===== config.mk =====
export PLATFORM = sky130hd
export DESIGN_NAME = sys_cmd_engine_flat
export DESIGN_NICKNAME = d
export VERILOG_FILES = /design/src/rtl/sys_cmd_engine_if.sv /design/src/rtl/sys_cmd_engine.sv /design/src/flat_wrapper.sv
export SDC_FILE = /design/constraint.sdc
export NUM_CORES = 1
export LEC_CHECK = 0
export ABC_AREA = 1
export CORE_ASPECT_RATIO = 0.7
export CORE_MARGIN = 2
export CORE_UTILIZATION = 30
export DETAILED_ROUTE_END_ITERATION = 10
export DONT_BUFFER_PORTS = 1
export HOLD_SLACK_MARGIN = 0.05
export PLACE_DENSITY = 0.44
export SKIP_CTS_REPAIR_TIMING = 1
export SYNTH_ARGS = -nofsm -noshare
export SYNTH_HDL_FRONTEND = slang
export SYNTH_SLANG_ARGS = --single-unit

===== constraint.sdc =====
create_clock -name clk -period 2.5 [get_ports clk]
set_input_delay 0.5 -clock clk [delete_from_list [all_inputs] [get_ports clk]]
set_output_delay 0.5 -clock clk [all_outputs]
set_load 0.01 [all_outputs]

===== src/rtl/sys_cmd_engine_if.sv =====
// Byte-stream interface between the UART rx/tx adapters and the command engine.
// The master side is the UART side and the slave side is the engine.
interface sys_cmd_engine_if;
    logic [7:0] rx_data;
    logic       rx_valid;
    logic [7:0] tx_data;
    logic       tx_valid;
    logic       tx_ready;

    modport master (output rx_data, rx_valid, tx_ready, input tx_data, tx_valid);
    modport slave  (input rx_data, rx_valid, tx_ready, output tx_data, tx_valid);
endinterface


===== src/rtl/sys_cmd_engine.sv =====
// MCU command decoder and response/joypad-report transmitter.
// The RX FSM parses commands. The TX FSM sends atomic messages from a byte shift register.
module sys_cmd_engine #(
    parameter int unsigned FREQ            = 21_477_000,
    parameter logic [15:0] CORE_ID         = 16'd1,
    parameter int unsigned N_JOY           = 2,
    parameter int unsigned JOY_W           = 12,
    parameter int unsigned CFG_BYTES       = 4,
    parameter int unsigned LEN_BYTES       = 3,
    parameter int unsigned STR_LEN         = 9,
    parameter logic [STR_LEN*8-1:0] CONF_STR = "Tangcores",
    parameter int unsigned REPORT_INTERVAL = 429_540,
    parameter int unsigned TIMEOUT         = 2_147_700
) (
    input  logic                   clk,
    input  logic                   reset,
    sys_cmd_engine_if.slave        bus,
    input  logic [N_JOY*JOY_W-1:0] joy,
    output logic [7:0]             rom_loading,
    output logic [7:0]             rom_do,
    output logic                   rom_do_valid,
    output logic [CFG_BYTES*8-1:0] core_config,
    output logic                   overlay,
    output logic                   err_timeout,
    output logic                   err_overrun
);
    localparam int unsigned JOY_BYTES   = (JOY_W + 7) / 8;
    localparam int unsigned PAD_W       = JOY_BYTES * 8;
    localparam int unsigned REP_LEN     = 1 + N_JOY * JOY_BYTES;
    localparam int unsigned STR_MSG_LEN = STR_LEN + 2;
    localparam int unsigned MSG_BYTES   = (REP_LEN > STR_MSG_LEN) ? REP_LEN : STR_MSG_LEN;
    localparam int unsigned MSG_W       = MSG_BYTES * 8;
    localparam int unsigned CFG_W       = CFG_BYTES * 8;
    localparam int unsigned LEN_W       = LEN_BYTES * 8;
    localparam int unsigned TO_W        = $clog2(TIMEOUT + 1);
    localparam int unsigned RI_W        = (REPORT_INTERVAL > 1) ? $clog2(REPORT_INTERVAL) : 1;

    if (N_JOY < 1 || N_JOY > 4 || FREQ == 0) begin : g_param_check
        $error("sys_cmd_engine: unsupported parameter set");
    end

    typedef enum logic [1:0] {RX_IDLE, RX_PARAM, RX_RESP_WAIT} rx_state_t;
    typedef enum logic {TX_IDLE, TX_SEND} tx_state_t;

    rx_state_t rx_state, rx_next;
    tx_state_t tx_state, tx_next;

    logic [7:0]       opcode, pcnt, sum;
    logic             data_phase, report_mode;
    logic [LEN_W-1:0] remain, len_shift, len_new;
    logic [CFG_W-1:0] cfg_shift, cfg_new;
    logic [TO_W-1:0]  gap;
    logic             resp_req, param_done, timeout_hit, overrun;

    logic             tx_on, cur_rep, resp_pend, report_due;
    logic [MSG_W-1:0] msg, rep_msg, resp_msg;
    logic [7:0]       rem, resp_len;
    logic [N_JOY*JOY_W-1:0] last_sent;
    logic [RI_W-1:0]  per_cnt;
    logic             per_wrap, start_resp, start_rep, shift, resp_done;

    assign bus.tx_valid = tx_on;
    assign bus.tx_data  = msg[7:0];
    assign per_wrap     = (per_cnt == RI_W'(REPORT_INTERVAL - 1));

    // RX command FSM
    always_ff @(posedge clk) begin
        if (reset) rx_state <= RX_IDLE;
        else       rx_state <= rx_next;
    end

    always_comb begin
        rx_next     = rx_state;
        resp_req    = 1'b0;
        param_done  = 1'b0;
        timeout_hit = 1'b0;
        overrun     = 1'b0;
        len_new     = LEN_W'({len_shift, bus.rx_data});
        cfg_new     = CFG_W'({cfg_shift, bus.rx_data});
        case (rx_state)
            RX_IDLE: begin
                if (bus.rx_valid) begin
                    case (bus.rx_data)
                        8'd1, 8'd2: begin
                            resp_req = 1'b1;
                            rx_next  = RX_RESP_WAIT;
                        end
                        8'd3, 8'd6, 8'd7, 8'd8, 8'd9: rx_next = RX_PARAM;
                        default: ;
                    endcase
                end
            end
            RX_PARAM: begin
                if (bus.rx_valid) begin
                    case (opcode)
                        8'd3: param_done = (pcnt == 8'(CFG_BYTES - 1));
                        8'd7: begin
                            if (!data_phase)
                                resp_req = (pcnt == 8'(LEN_BYTES - 1)) && (len_new == '0);
                            else
                                resp_req = (remain == LEN_W'(1));
                        end
                        default: param_done = 1'b1;
                    endcase
                    if (resp_req)        rx_next = RX_RESP_WAIT;
                    else if (param_done) rx_next = RX_IDLE;
                end else if (gap == TO_W'(TIMEOUT - 1)) begin
                    timeout_hit = 1'b1;
                    rx_next     = RX_IDLE;
                end
            end
            RX_RESP_WAIT: begin
                overrun = bus.rx_valid;
                if (resp_done) rx_next = RX_IDLE;
            end
            default: rx_next = RX_IDLE;
        endcase
    end

    // RX datapath: parameter collection and command side effects
    always_ff @(posedge clk) begin
        if (reset) begin
            opcode       <= '0;
            pcnt         <= '0;
            sum          <= '0;
            data_phase   <= 1'b0;
            report_mode  <= 1'b0;
            remain       <= '0;
            len_shift    <= '0;
            cfg_shift    <= '0;
            gap          <= '0;
            rom_loading  <= '0;
            rom_do       <= '0;
            rom_do_valid <= 1'b0;
            core_config  <= '0;
            overlay      <= 1'b1;
            err_timeout  <= 1'b0;
            err_overrun  <= 1'b0;
        end else begin
            err_timeout  <= timeout_hit;
            err_overrun  <= overrun;
            rom_do_valid <= 1'b0;
            gap <= (rx_state == RX_PARAM && !bus.rx_valid) ? gap + TO_W'(1) : '0;
            if (rx_state == RX_IDLE && bus.rx_valid) begin
                opcode     <= bus.rx_data;
                pcnt       <= '0;
                data_phase <= 1'b0;
                sum        <= '0;
            end
            if (rx_state == RX_PARAM && bus.rx_valid) begin
                pcnt <= pcnt + 8'd1;
                case (opcode)
                    8'd3: begin
                        cfg_shift <= cfg_new;
                        if (param_done) core_config <= cfg_new;
                    end
                    8'd6: rom_loading <= bus.rx_data;
                    8'd8: overlay     <= bus.rx_data[0];
                    8'd9: report_mode <= bus.rx_data[0];
                    8'd7: begin
                        if (!data_phase) begin
                            len_shift <= len_new;
                            if (pcnt == 8'(LEN_BYTES - 1)) begin
                                data_phase <= 1'b1;
                                remain     <= len_new;
                            end
                        end else begin
                            rom_do       <= bus.rx_data;
                            rom_do_valid <= 1'b1;
                            sum          <= sum + bus.rx_data;
                            remain       <= remain - LEN_W'(1);
                        end
                    end
                    default: ;
                endcase
            end
        end
    end

    // Message images, byte 0 in the LSBs
    always_comb begin
        rep_msg      = '0;
        rep_msg[7:0] = 8'h01;
        for (int p = 0; p < N_JOY; p++)
            rep_msg[8 + p*PAD_W +: PAD_W] = PAD_W'(joy[p*JOY_W +: JOY_W]);
        resp_msg = '0;
        resp_len = 8'd2;
        case (opcode)
            8'd1: begin
                resp_msg[23:0] = {CORE_ID[15:8], CORE_ID[7:0], 8'h11};
                resp_len       = 8'd3;
            end
            8'd2: begin
                resp_msg[7:0] = 8'h22;
                for (int i = 0; i < STR_LEN; i++)
                    resp_msg[8 + i*8 +: 8] = CONF_STR[(STR_LEN - 1 - i)*8 +: 8];
                resp_len = 8'(STR_MSG_LEN);
            end
            default: resp_msg[15:0] = {sum, 8'h77};
        endcase
    end

    // TX FSM: responses take priority over reports at message boundaries
    always_ff @(posedge clk) begin
        if (reset) tx_state <= TX_IDLE;
        else       tx_state <= tx_next;
    end

    always_comb begin
        tx_next    = tx_state;
        start_resp = 1'b0;
        start_rep  = 1'b0;
        shift      = 1'b0;
        resp_done  = 1'b0;
        if (!tx_on || bus.tx_ready) begin
            if (tx_state == TX_SEND && rem > 8'd1) begin
                shift = 1'b1;
            end else begin
                resp_done = (tx_state == TX_SEND) && !cur_rep;
                if (resp_pend) begin
                    start_resp = 1'b1;
                    tx_next    = TX_SEND;
                end else if (report_due) begin
                    start_rep = 1'b1;
                    tx_next   = TX_SEND;
                end else begin
                    tx_next = TX_IDLE;
                end
            end
        end
    end

    always_ff @(posedge clk) begin
        if (reset) begin
            tx_on      <= 1'b0;
            msg        <= '0;
            rem        <= '0;
            cur_rep    <= 1'b0;
            resp_pend  <= 1'b0;
            report_due <= 1'b0;
            last_sent  <= '0;
            per_cnt    <= '0;
        end else begin
            per_cnt <= per_wrap ? '0 : per_cnt + RI_W'(1);
            if (start_resp || start_rep) begin
                msg     <= start_rep ? rep_msg : resp_msg;
                rem     <= start_rep ? 8'(REP_LEN) : resp_len;
                cur_rep <= start_rep;
                tx_on   <= 1'b1;
            end else if (shift) begin
                msg <= msg >> 8;
                rem <= rem - 8'd1;
            end else if (bus.tx_ready) begin
                tx_on <= 1'b0;
            end
            if (resp_req)        resp_pend <= 1'b1;
            else if (start_resp) resp_pend <= 1'b0;
            // Starting a report consumes every trigger seen up to this cycle
            if (start_rep) begin
                report_due <= 1'b0;
                last_sent  <= joy;
            end else if (per_wrap || (report_mode && joy != last_sent)) begin
                report_due <= 1'b1;
            end
        end
    end
endmodule


===== src/flat_wrapper.sv =====
// flat-port wrapper written by rule: the top's interface ports become plain ports
module sys_cmd_engine_flat 
#(
    parameter int unsigned FREQ            = 21_477_000,
    parameter logic [15:0] CORE_ID         = 16'd1,
    parameter int unsigned N_JOY           = 2,
    parameter int unsigned JOY_W           = 12,
    parameter int unsigned CFG_BYTES       = 4,
    parameter int unsigned LEN_BYTES       = 3,
    parameter int unsigned STR_LEN         = 9,
    parameter logic [STR_LEN*8-1:0] CONF_STR = "         ",
    parameter int unsigned REPORT_INTERVAL = 429_540,
    parameter int unsigned TIMEOUT         = 2_147_700
)
  (clk, reset, joy, rom_loading, rom_do, rom_do_valid, core_config, overlay, err_timeout, err_overrun, bus_rx_data, bus_rx_valid, bus_tx_ready, bus_tx_data, bus_tx_valid);
  sys_cmd_engine_if bus_i ();
  input  logic clk;
  input  logic reset;
  input  logic [N_JOY*JOY_W-1:0] joy;
  output logic [7:0] rom_loading;
  output logic [7:0] rom_do;
  output logic rom_do_valid;
  output logic [CFG_BYTES*8-1:0] core_config;
  output logic overlay;
  output logic err_timeout;
  output logic err_overrun;
  input wire logic [$bits(bus_i.rx_data)-1:0] bus_rx_data;
  input wire logic [$bits(bus_i.rx_valid)-1:0] bus_rx_valid;
  input wire logic [$bits(bus_i.tx_ready)-1:0] bus_tx_ready;
  output wire logic [$bits(bus_i.tx_data)-1:0] bus_tx_data;
  output wire logic [$bits(bus_i.tx_valid)-1:0] bus_tx_valid;
  assign bus_i.rx_data = bus_rx_data;
  assign bus_i.rx_valid = bus_rx_valid;
  assign bus_i.tx_ready = bus_tx_ready;
  assign bus_tx_data = bus_i.tx_data;
  assign bus_tx_valid = bus_i.tx_valid;
  sys_cmd_engine #(.FREQ(FREQ), .CORE_ID(CORE_ID), .N_JOY(N_JOY), .JOY_W(JOY_W), .CFG_BYTES(CFG_BYTES), .LEN_BYTES(LEN_BYTES), .STR_LEN(STR_LEN), .CONF_STR(CONF_STR), .REPORT_INTERVAL(REPORT_INTERVAL), .TIMEOUT(TIMEOUT)) u_core (.clk(clk), .reset(reset), .bus(bus_i), .joy(joy), .rom_loading(rom_loading), .rom_do(rom_do), .rom_do_valid(rom_do_valid), .core_config(core_config), .overlay(overlay), .err_timeout(err_timeout), .err_overrun(err_overrun));
endmodule

==> run metrics, run 1 <==
DIE WIDTH between 200 and 250 um; Residual DRC 0; Final Util 34.2%; HP Class input port to flip-flop; CTS sink count roughly 260; P per Cell Area around 710 nW/um^2; Clock Pin Slew Worst Setup and Hold Paths about 0.06 ns; gr busiest metal met1; CTS tree yes; Logic pwr share under 10%; post-layout minimum cycle time about 2.1 ns; dpl cells around 2100; DP HPWL between 20000 and 25000 um; routing usage on met1 a little over a quarter; Root Buffer clkbuf_16; most common cell after layout, fill and taps aside nand2_1; synthesized area roughly 12000 sq um; TNS Setup 0 ns; sequential share of power 46.2%; Synth top area share between 40% and 50%; Critical Path Slowest Stage Cell dfxtp_1; Fmax 470 MHz; largest net degree at the start of global routing 89; share of cells above drive strength 1 ~6.4%; first-pass GRT wire length 55700 um; Int Power 7.16 mW; die area about 42000 sq um; CP Max Fanout 25; vias post-DR approximately 11000; CP cell instances inv_1, ha_1, inv_1, nand2_1, nand2_1, o21ai_0, nand3_1, inv_6, nand2_1, nand3_1, o21ai_0, a21oi_1; initial antenna violation count 1; Req. time, crit path approximately 3 ns; Worst-Skew Late Latency 0.58 ns; WL/cell 16.0 um; Antenna Nets Post-Route 0; Clock power frac 46.2%; core area about 40000 sq um; Tot Pwr 9.54 mW; endpoint class of the critical path flip-flop; sw frac 25.0%; Die Height between 150 and 200 um; # diodes 0; hold slack ~0.088 ns; worst slew pin tran approximately 0.55 ns; fin area 13500 sq um; Fillers 4244; most frequent cells in the layout nand2_1, dfxtp_1, nor2_1; Unique masters post-synth between 40 and 50; DR iter-0 viols a little over 700; Synth area leader dfxtp_1; gr usage total between 10% and 20%; maximum clock path buffer count 3; met2 Usage GRT around a quarter; Place WS around 0.22 ns; routed wire length approximately 35000 um; startpoint types flip-flop; DP Area ~13000 sq um; Slew headroom 63.1%; H-tree depth 1; final hold vios 0; setup ws final ~0.37 ns; Cells after Synth ~1700; MaxCap Viol Count 0; Final period util 85.2%; Crit Path Class flip-flop to flip-flop; worst IR drop on VDD 0.486 mV; routing usage on met3 approximately 2.8%; row cnt 61; vias in the first global route just under 10000; Yosys warnings 0; Layout Skew about 0.021 ns; RSZ-0062 raised after global routing no; Psw 2.39 mW; Worst path most repeated cell nand2_1; syn_nets ~1700; Hold EP u_core.len_shift[10]$_SDFFE_PP0P_; cts bufs inserted 30; CP arrival between 2 and 3 ns; Hold Crit Start reset; status finished clean; IO Port Bufs 0; Crit path largest cell delay about 0.33 ns; worst r2r path cells 12; Hold Crit Depth 2; Syn Area/Cell 7.24 sq um; non-filler cells, final around 2200; setup violators final 0; Initial Utilization between 30% and 40%; register area share after synthesis about 44%; Final Max Tran Viols 0; R2R Setup Slk around 0.37 ns; vias per cell a little under 5; 1st-pass router iterations 5; total grt overflow 0; reg2reg start u_core.rem[0]$_SDFFE_PP0P_; Yosys reg bits approximately 260; I/O pin total a little under 100; Net count, final 1694; Leakage 5.01 nW; Final GP Congestion around 0.83; reg-to-reg endpoint u_core.msg[29]$_SDFFE_PP0P_; top post-synthesis cells by area dfxtp_1, nand2_1, nor2_1; Layout area overhead 13.0%
## routing by layer
layer | part of all wire [%] | vias to the layer above
li1 | - | 5437
met1 | 54 | 4875
met2 | 39 | 245
met3 | 4.6 | 41
met4 | 1.8 | 0
met5 | 0 | -
## critical path: cells and delay by family, from the launching register on
kind / cells / cell delay (ns)
AO/OA/AOI/OAI: 3 / 0.45
adder cells (fa/ha/maj): 1 / 0.23
buffers and inverters: 3 / 0.42
flip-flops: 1 / 0.33
AND/OR/NAND/NOR: 5 / 0.60
## power by group through the flow
| stage | clock [mW] | combinational (mW) | sequential (mW) |
|---|---|---|---|
| finish | 4.41 | 0.724 | 4.41 |
| global route | 4.72 | 0.826 | 4.42 |
| CTS | 4.56 | 0.695 | 4.40 |
| detailed placement | 0 | 0.691 | 4.50 |
| global placement | 0 | 0.691 | 4.50 |
| floorplan | 0 | 0.544 | 4.47 |
## flip-flops by register name, indices dropped and copies added (netlist names), 2 cells and up
signal	cells
u_core.msg	42
u_core.core_config	32
u_core.cfg_shift	24
u_core.last_sent	24
u_core.remain	24
u_core.gap	22
u_core.per_cnt	19
u_core.len_shift	16
u_core.opcode	8
u_core.pcnt	8
u_core.rem	8
u_core.rom_do	8
u_core.rom_loading	8
u_core.sum	8
u_core.rx_state	2
## cells by family after synthesis
family / Yosys count / share of synthesized area, %
and+or+nand+nor: 708 / 25.5
AOI/OAI and AO/OA: 389 / 17.1
DFF: 264 / 44.1
buffers and inverters: 229 / 7.90
xor gates and xnor gates: 49 / 3.58
adders and majority gates: 16 / 1.73
## cell type report
type                       count  area, sq um  area share [%]
multi-input combinational   1162         5750            42.5
timing repair buffer          26          243            1.79
inverter                     158          602            4.45
clock inverter                 8          104           0.768
sequential                   264         5290            39.1
clock buffer                  46          881            6.51
tap                          535          669            4.95
## Yosys cell counts (all sizes together)
master	number
nand4	30
clkbuf	34
o21ai	170
inv	154
xnor2	27
a21oi	174
fa	1
o22ai	4
ha	15
nand3b	2
nand3	67
nor4	10
o211ai	6
nand2	300
xor2	22
nor3b	8
a211oi	19
clkinv	4
a31oi	7
o21a	2
and3	1
or2	8
o32ai	1
a21o	1
a22oi	4
buf	37
nor2	255
nor3	27
dfxtp	264
a2bb2oi	1
## worst max path at each step
stage | startpoint | to | cells after the start
6_report | u_core.rem[0]$_SDFFE_PP0P_ | u_core.msg[29]$_SDFFE_PP0P_ | 12
5_1_grt | u_core.rem[0]$_SDFFE_PP0P_ | u_core.msg[29]$_SDFFE_PP0P_ | 12
4_1_cts | u_core.rem[0]$_SDFFE_PP0P_ | u_core.msg[29]$_SDFFE_PP0P_ | 12
3_5_place_dp | u_core.rem[0]$_SDFFE_PP0P_ | u_core.msg[29]$_SDFFE_PP0P_ | 12
3_3_place_gp | u_core.rem[0]$_SDFFE_PP0P_ | u_core.msg[29]$_SDFFE_PP0P_ | 12
2_1_floorplan | u_core.rem[0]$_SDFFE_PP0P_ | u_core.msg[27]$_SDFFE_PP0P_ | 13
No activity file was read; power rests on OpenSTA's default activity.
==> run 2: changes to the inputs <==
Settings changed: ABC_CLOCK_PERIOD_IN_PS set to 2500.
==> results of run 2 <==
No change in the layout: final DEF, timing and power equal those of run 1.
